<file path="config.mk">
export PLATFORM = sky130hd
export DESIGN_NAME = serial_sub_ctrl
export DESIGN_NICKNAME = d
export VERILOG_FILES = /design/src/rtl/serial_sub_ctrl.sv
export SDC_FILE = /design/constraint.sdc
export NUM_CORES = 1
export LEC_CHECK = 0
export ABC_AREA = 1
export ABC_CLOCK_PERIOD_IN_PS = 1700
export CORE_AREA = 8 8 63 65
export DETAILED_ROUTE_END_ITERATION = 8
export DIE_AREA = 0 0 71 73
export PLACE_DENSITY = 0.55
export SYNTH_ARGS = -nofsm -noshare
export SYNTH_HDL_FRONTEND = slang
export SYNTH_SLANG_ARGS = --single-unit
</file>
<file path="constraint.sdc">
create_clock -name clk -period 1.7 [get_ports clk]
set_input_delay 0.34 -clock clk [delete_from_list [all_inputs] [get_ports clk]]
set_output_delay 0.34 -clock clk [all_outputs]
set_load 0.01 [all_outputs]
</file>
<file path="src/rtl/serial_sub_ctrl.sv">
// Bit-serial N-bit subtractor sequencer: computes a - b one bit per clock, LSB first, with start/done handshake.
// Optional macro SERIAL_SUB_OVF_EN adds a registered signed-overflow output (ovf).
module serial_sub_ctrl #(
  parameter int N  = 4,
  localparam int CW = $clog2(N)
) (
  input  logic         clk,
  input  logic         rst,
  input  logic         start,
  input  logic [N-1:0] a,
  input  logic [N-1:0] b,
  output logic         busy,
  output logic         done,
  output logic [N-1:0] diff,
  output logic         borrow
`ifdef SERIAL_SUB_OVF_EN
  ,
  output logic         ovf
`endif
);

  typedef enum logic [1:0] {
    S_IDLE = 2'd0,
    S_RUN  = 2'd1,
    S_DONE = 2'd2
  } state_t;

  state_t        r_state;
  state_t        w_state_next;
  logic [N-1:0]  r_sa;
  logic [N-1:0]  r_sb;
  logic [N-1:0]  r_sr;
  logic          r_br;
  logic [CW-1:0] r_cnt;
  logic [N-1:0]  r_diff;
  logic          r_borrow;
  logic          w_d;
  logic          w_br_next;
  logic          w_last;

`ifdef SERIAL_SUB_OVF_EN
  logic          r_a_msb;
  logic          r_b_msb;
  logic          r_ovf;
  assign ovf = r_ovf;
`endif

  // One full-subtractor step built from the half-subtractor on bit 0 plus the stored borrow.
  always_comb begin
    // NOTE: every combinational output gets a default first so no path can infer a latch.
    w_d          = r_sa[0] ^ r_sb[0] ^ r_br;
    w_br_next    = (~r_sa[0] & r_sb[0]) | (~(r_sa[0] ^ r_sb[0]) & r_br);
    w_last       = (r_cnt == CW'(N - 1));
    w_state_next = r_state;
    busy         = 1'b0;
    done         = 1'b0;
    case (r_state)
      S_IDLE: if (start) w_state_next = S_RUN;
      S_RUN: begin
        busy = 1'b1;
        if (w_last) w_state_next = S_DONE;
      end
      S_DONE: begin
        busy         = 1'b1;
        done         = 1'b1;
        w_state_next = S_IDLE;
      end
      default: w_state_next = S_IDLE;
    endcase
  end

  always_ff @(posedge clk) begin
    // NOTE: sequential state uses non-blocking assignments so every flop samples pre-edge values.
    if (rst) begin
      r_state  <= S_IDLE;
      r_sa     <= '0;
      r_sb     <= '0;
      r_sr     <= '0;
      r_br     <= 1'b0;
      r_cnt    <= '0;
      r_diff   <= '0;
      r_borrow <= 1'b0;
`ifdef SERIAL_SUB_OVF_EN
      r_a_msb  <= 1'b0;
      r_b_msb  <= 1'b0;
      r_ovf    <= 1'b0;
`endif
    end else begin
      r_state <= w_state_next;
      case (r_state)
        S_IDLE: begin
          if (start) begin
            r_sa  <= a;
            r_sb  <= b;
            r_sr  <= '0;
            r_br  <= 1'b0;
            r_cnt <= '0;
`ifdef SERIAL_SUB_OVF_EN
            r_a_msb <= a[N-1];
            r_b_msb <= b[N-1];
`endif
          end
        end
        S_RUN: begin
          r_sa  <= r_sa >> 1;
          r_sb  <= r_sb >> 1;
          r_sr  <= {w_d, r_sr[N-1:1]};
          r_br  <= w_br_next;
          r_cnt <= r_cnt + CW'(1);
          // Outputs only change on the final bit, so partial results are never visible.
          if (w_last) begin
            r_diff   <= {w_d, r_sr[N-1:1]};
            r_borrow <= w_br_next;
`ifdef SERIAL_SUB_OVF_EN
            r_ovf    <= (r_a_msb != r_b_msb) && (w_d != r_a_msb);
`endif
          end
        end
        default: ;
      endcase
    end
  end

  assign diff   = r_diff;
  assign borrow = r_borrow;

endmodule

</file>
==> key figures, run 1 <==
Floorplanning
  – Core box area: 2950 sq um
  – Starting Density: 36.4%
  – Die Y-Extent: 73 microns
  – Die area: 5180 sq um
  – FP Rows: 20
  – I/O pins: 18
  – Die Wd: 71 microns

Route
  – Via density: 4.83
  – Met1 wire length: 1.10 mm
  – WL met2: 1.09 mm
  – Uppermost layer routed: met4
  – Vias: 933
  – Routed wl met3: 101 microns
  – ANT nets after route: 0
  – Pre-antenna DRT Iters: 4
  – Drt total wl: 2.31 mm
  – Remaining DRCs: 0
  – Routed len/inst: 11.9 microns
  – Drt first-iter violations: 43

Worst setup path
  – Crit path max fanout: 3
  – Reg-to-reg critical path startpoint: r_state[1]
  – Worst Reg2Reg Path Length in Cells: 7
  – Worst Path Arrival: 1.30 ns
  – Setup crit start: r_state[0]
  – CP Launch Type: register
  – Crit path to: busy
  – Reg2Reg Capture Point: r_sa[2]
  – Setup slack, reg-to-reg: 0.22 ns
  – WS Path Type: reg2out
  – WP data required: 1.36 ns
  – Critical Path End Type: output pin

Synth
  – Ys Warns: 0
  – Yosys top cell by area: dfxtp_1
  – Seq cells post-synth: 21
  – Seq/Total Area, Yosys: 39.1%
  – Largest cells by area after synthesis: dfxtp_1, nand2_1, nor2_1
  – Mapped cell area: 1080 sq um
  – Syn Nets: 157
  – Syn Area/Cell: 7.63 sq um
  – Share of the synthesized area in the top cell type: 39.1%
  – Synth unique cells: 20
  – Synth Instances: 141

Finish
  – Share of layout cells above drive strength 1: 16.9%
  – P&R area growth vs syn: 21.2%
  – Nets: 177
  – Final Util: 44.2%
  – Diodes inserted: 0

GRT
  – Antenna violations before repair: 0
  – Overflow left after global routing: 0
  – First-pass GRT wire length: 4.01 mm
  – GRT Overall Usage: 9.44%
  – Pin count of the biggest net entering global routing: 14
  – Via count of the first global-routing pass: 921

Power
  – Pwr Total: 1.15 mW
  – Leakage: 0.576 nW
  – VDD IR max: 0.000301 V
  – Pwr dens: 884 nW/um^2

Clock network
  – CTS clk-pin slew, worst paths: 0.12 ns
  – CTS Buf Count: 3
  – Root Driver: clkbuf_4
  – H-tree lvl count: 1
  – # resized after CTS: 3
  – CTS Sinks: 21
  – Worst skew pair latency: 0.30 ns
  – CTS tree: done
  – Cts hold-fix bufs: 0
  – Postcts setup bufs: 0
  – Clk buf depth: 2

Place
  – Post-detail-place hpwl: 1.74 mm
  – Port bufs: 17
  – Place WS: 0.123 ns
  – Placer Congestion: 0.735

STA
  – Tmin final: 1.64 ns
  – PnR worst setup slack: 0.0630 ns
  – Clock skew: 0.00154 ns
  – Worst-Margin Slew: 0.403 ns
  – Final Cycle Share: 96.3%
  – Final Hold Fails: 0
  – Rel. slew slack: 73.1%
  – Max Clk Rate: 611 MHz
  – Pins Over Slew Limit: 0
  – # setup viols final: 0

Outcome
  – Status: finished, final reports clean

Worst hold path
  – Hold Path Class: reg2reg

Flow run
  – Max-cap violations: 0
## worst min-delay path by stage
stage,cells past startpoint,startpoint,to
2_1_floorplan,2,r_sr[2],diff[1]
3_3_place_gp,2,diff[1],diff[1]
3_5_place_dp,2,diff[2],diff[2]
4_1_cts,2,diff[2],diff[2]
5_1_grt,2,r_state[1],r_state[1]
6_report,2,diff[1],diff[1]
## registers in the layout, summed over array words and instances (netlist names)
signal,count
borrow,1
diff,4
r_br,1
r_cnt,2
r_sa,4
r_sb,4
r_sr,3
r_state,2
## cell families after synthesis
group           Yosys count  share of synthesized area (%)
fa+ha+maj                 5                           6.51
flops                    21                           39.1
simple gates             76                           33.7
compound gates           18                           10.5
buf+inv                  21                           10.2
## area by class of cell
type / instances / area (sq um)
Clock inverter: 1 / 5.00
Timing Repair Buffer: 21 / 210
Clock buffer: 3 / 22.5
Sequential cell: 21 / 423
Tap cell: 33 / 41.3
Fill cell: 320 / 1650
Multi-Input combinational cell: 99 / 546
Inverter: 15 / 56.3
## per-layer routing
| metal | vias to the layer above | track usage, % |
|---|---|---|
| met4 | 0 | 3.46 |
| met2 | 14 | 15.8 |
| met3 | 2 | 2.34 |
| met5 | - | 0 |
| li1 | 484 | - |
| met1 | 433 | 11.4 |
## cell usage after synthesis
master,instances
buf_6,3
ha_1,4
buf_4,2
o21ai_0,3
dfxtp_1,21
a21oi_1,8
inv_1,11
nor2_1,21
fa_1,1
a22oi_2,2
buf_2,1
inv_2,4
nand2_2,3
nand2_1,31
nand3_1,11
nand3_2,3
o21ai_1,3
nand3b_1,4
a21oi_2,2
nand2_4,3
## where the power goes
group	internal, mW	total (mW)	switching [mW]	leakage (nW)
Clock	0.0877	0.244	0.156	0.0177
Sequential	0.536	0.555	0.0192	0.172
Combinational	0.147	0.355	0.208	0.386
Total	0.770	1.15	0.383	0.576
## cells in the final DEF (no fill, tap or decap)
cell	n
nand2_4	3
nand2_1	31
dfxtp_2	2
clkbuf_4	3
nand3_2	3
clkinv_2	1
buf_12	1
fa_1	1
buf_4	3
inv_1	11
a22oi_2	2
dfxtp_1	19
o21ai_0	3
a21oi_2	2
a21oi_1	8
inv_2	4
o21ai_1	3
nand3b_1	4
dlygate4sd2_1	2
ha_1	4
nand3_1	11
nand2_2	3
nor2_1	21
clkdlybuf4s50_1	15
## worst max-delay path, stage by stage, from the launching register on
cell           delay [ns]
dfxtp_2              0.35
inv_1                0.07
ha_1                 0.29
dlygate4sd2_1        0.28
## stage by stage
step | instance area [sq um] | instances | hold WS (ns) | TNS, ns
after floorplan | 1080 | 141 | 0.453 | 0
after global placement | 1280 | 189 | 0.454 | 0
after detailed placement | 1280 | 189 | 0.462 | 0
after CTS | 1300 | 193 | 0.480 | 0
after global routing | 1300 | 193 | 0.503 | -0.00203
final | 1300 | 193 | 0.476 | 0
(Power assumes the default switching activity.)
==> run 2: changes to the inputs <==
--- a/config.mk
+++ b/config.mk
@@ -7,6 +7,7 @@
 export LEC_CHECK = 0
 export ABC_AREA = 1
 export ABC_CLOCK_PERIOD_IN_PS = 1700
+export CAP_MARGIN = 30
 export CORE_AREA = 8 8 63 65
 export DETAILED_ROUTE_END_ITERATION = 8
 export DIE_AREA = 0 0 71 73
==> results of run 2 <==
Final layout, timing and power as in run 1 (identical DEF).
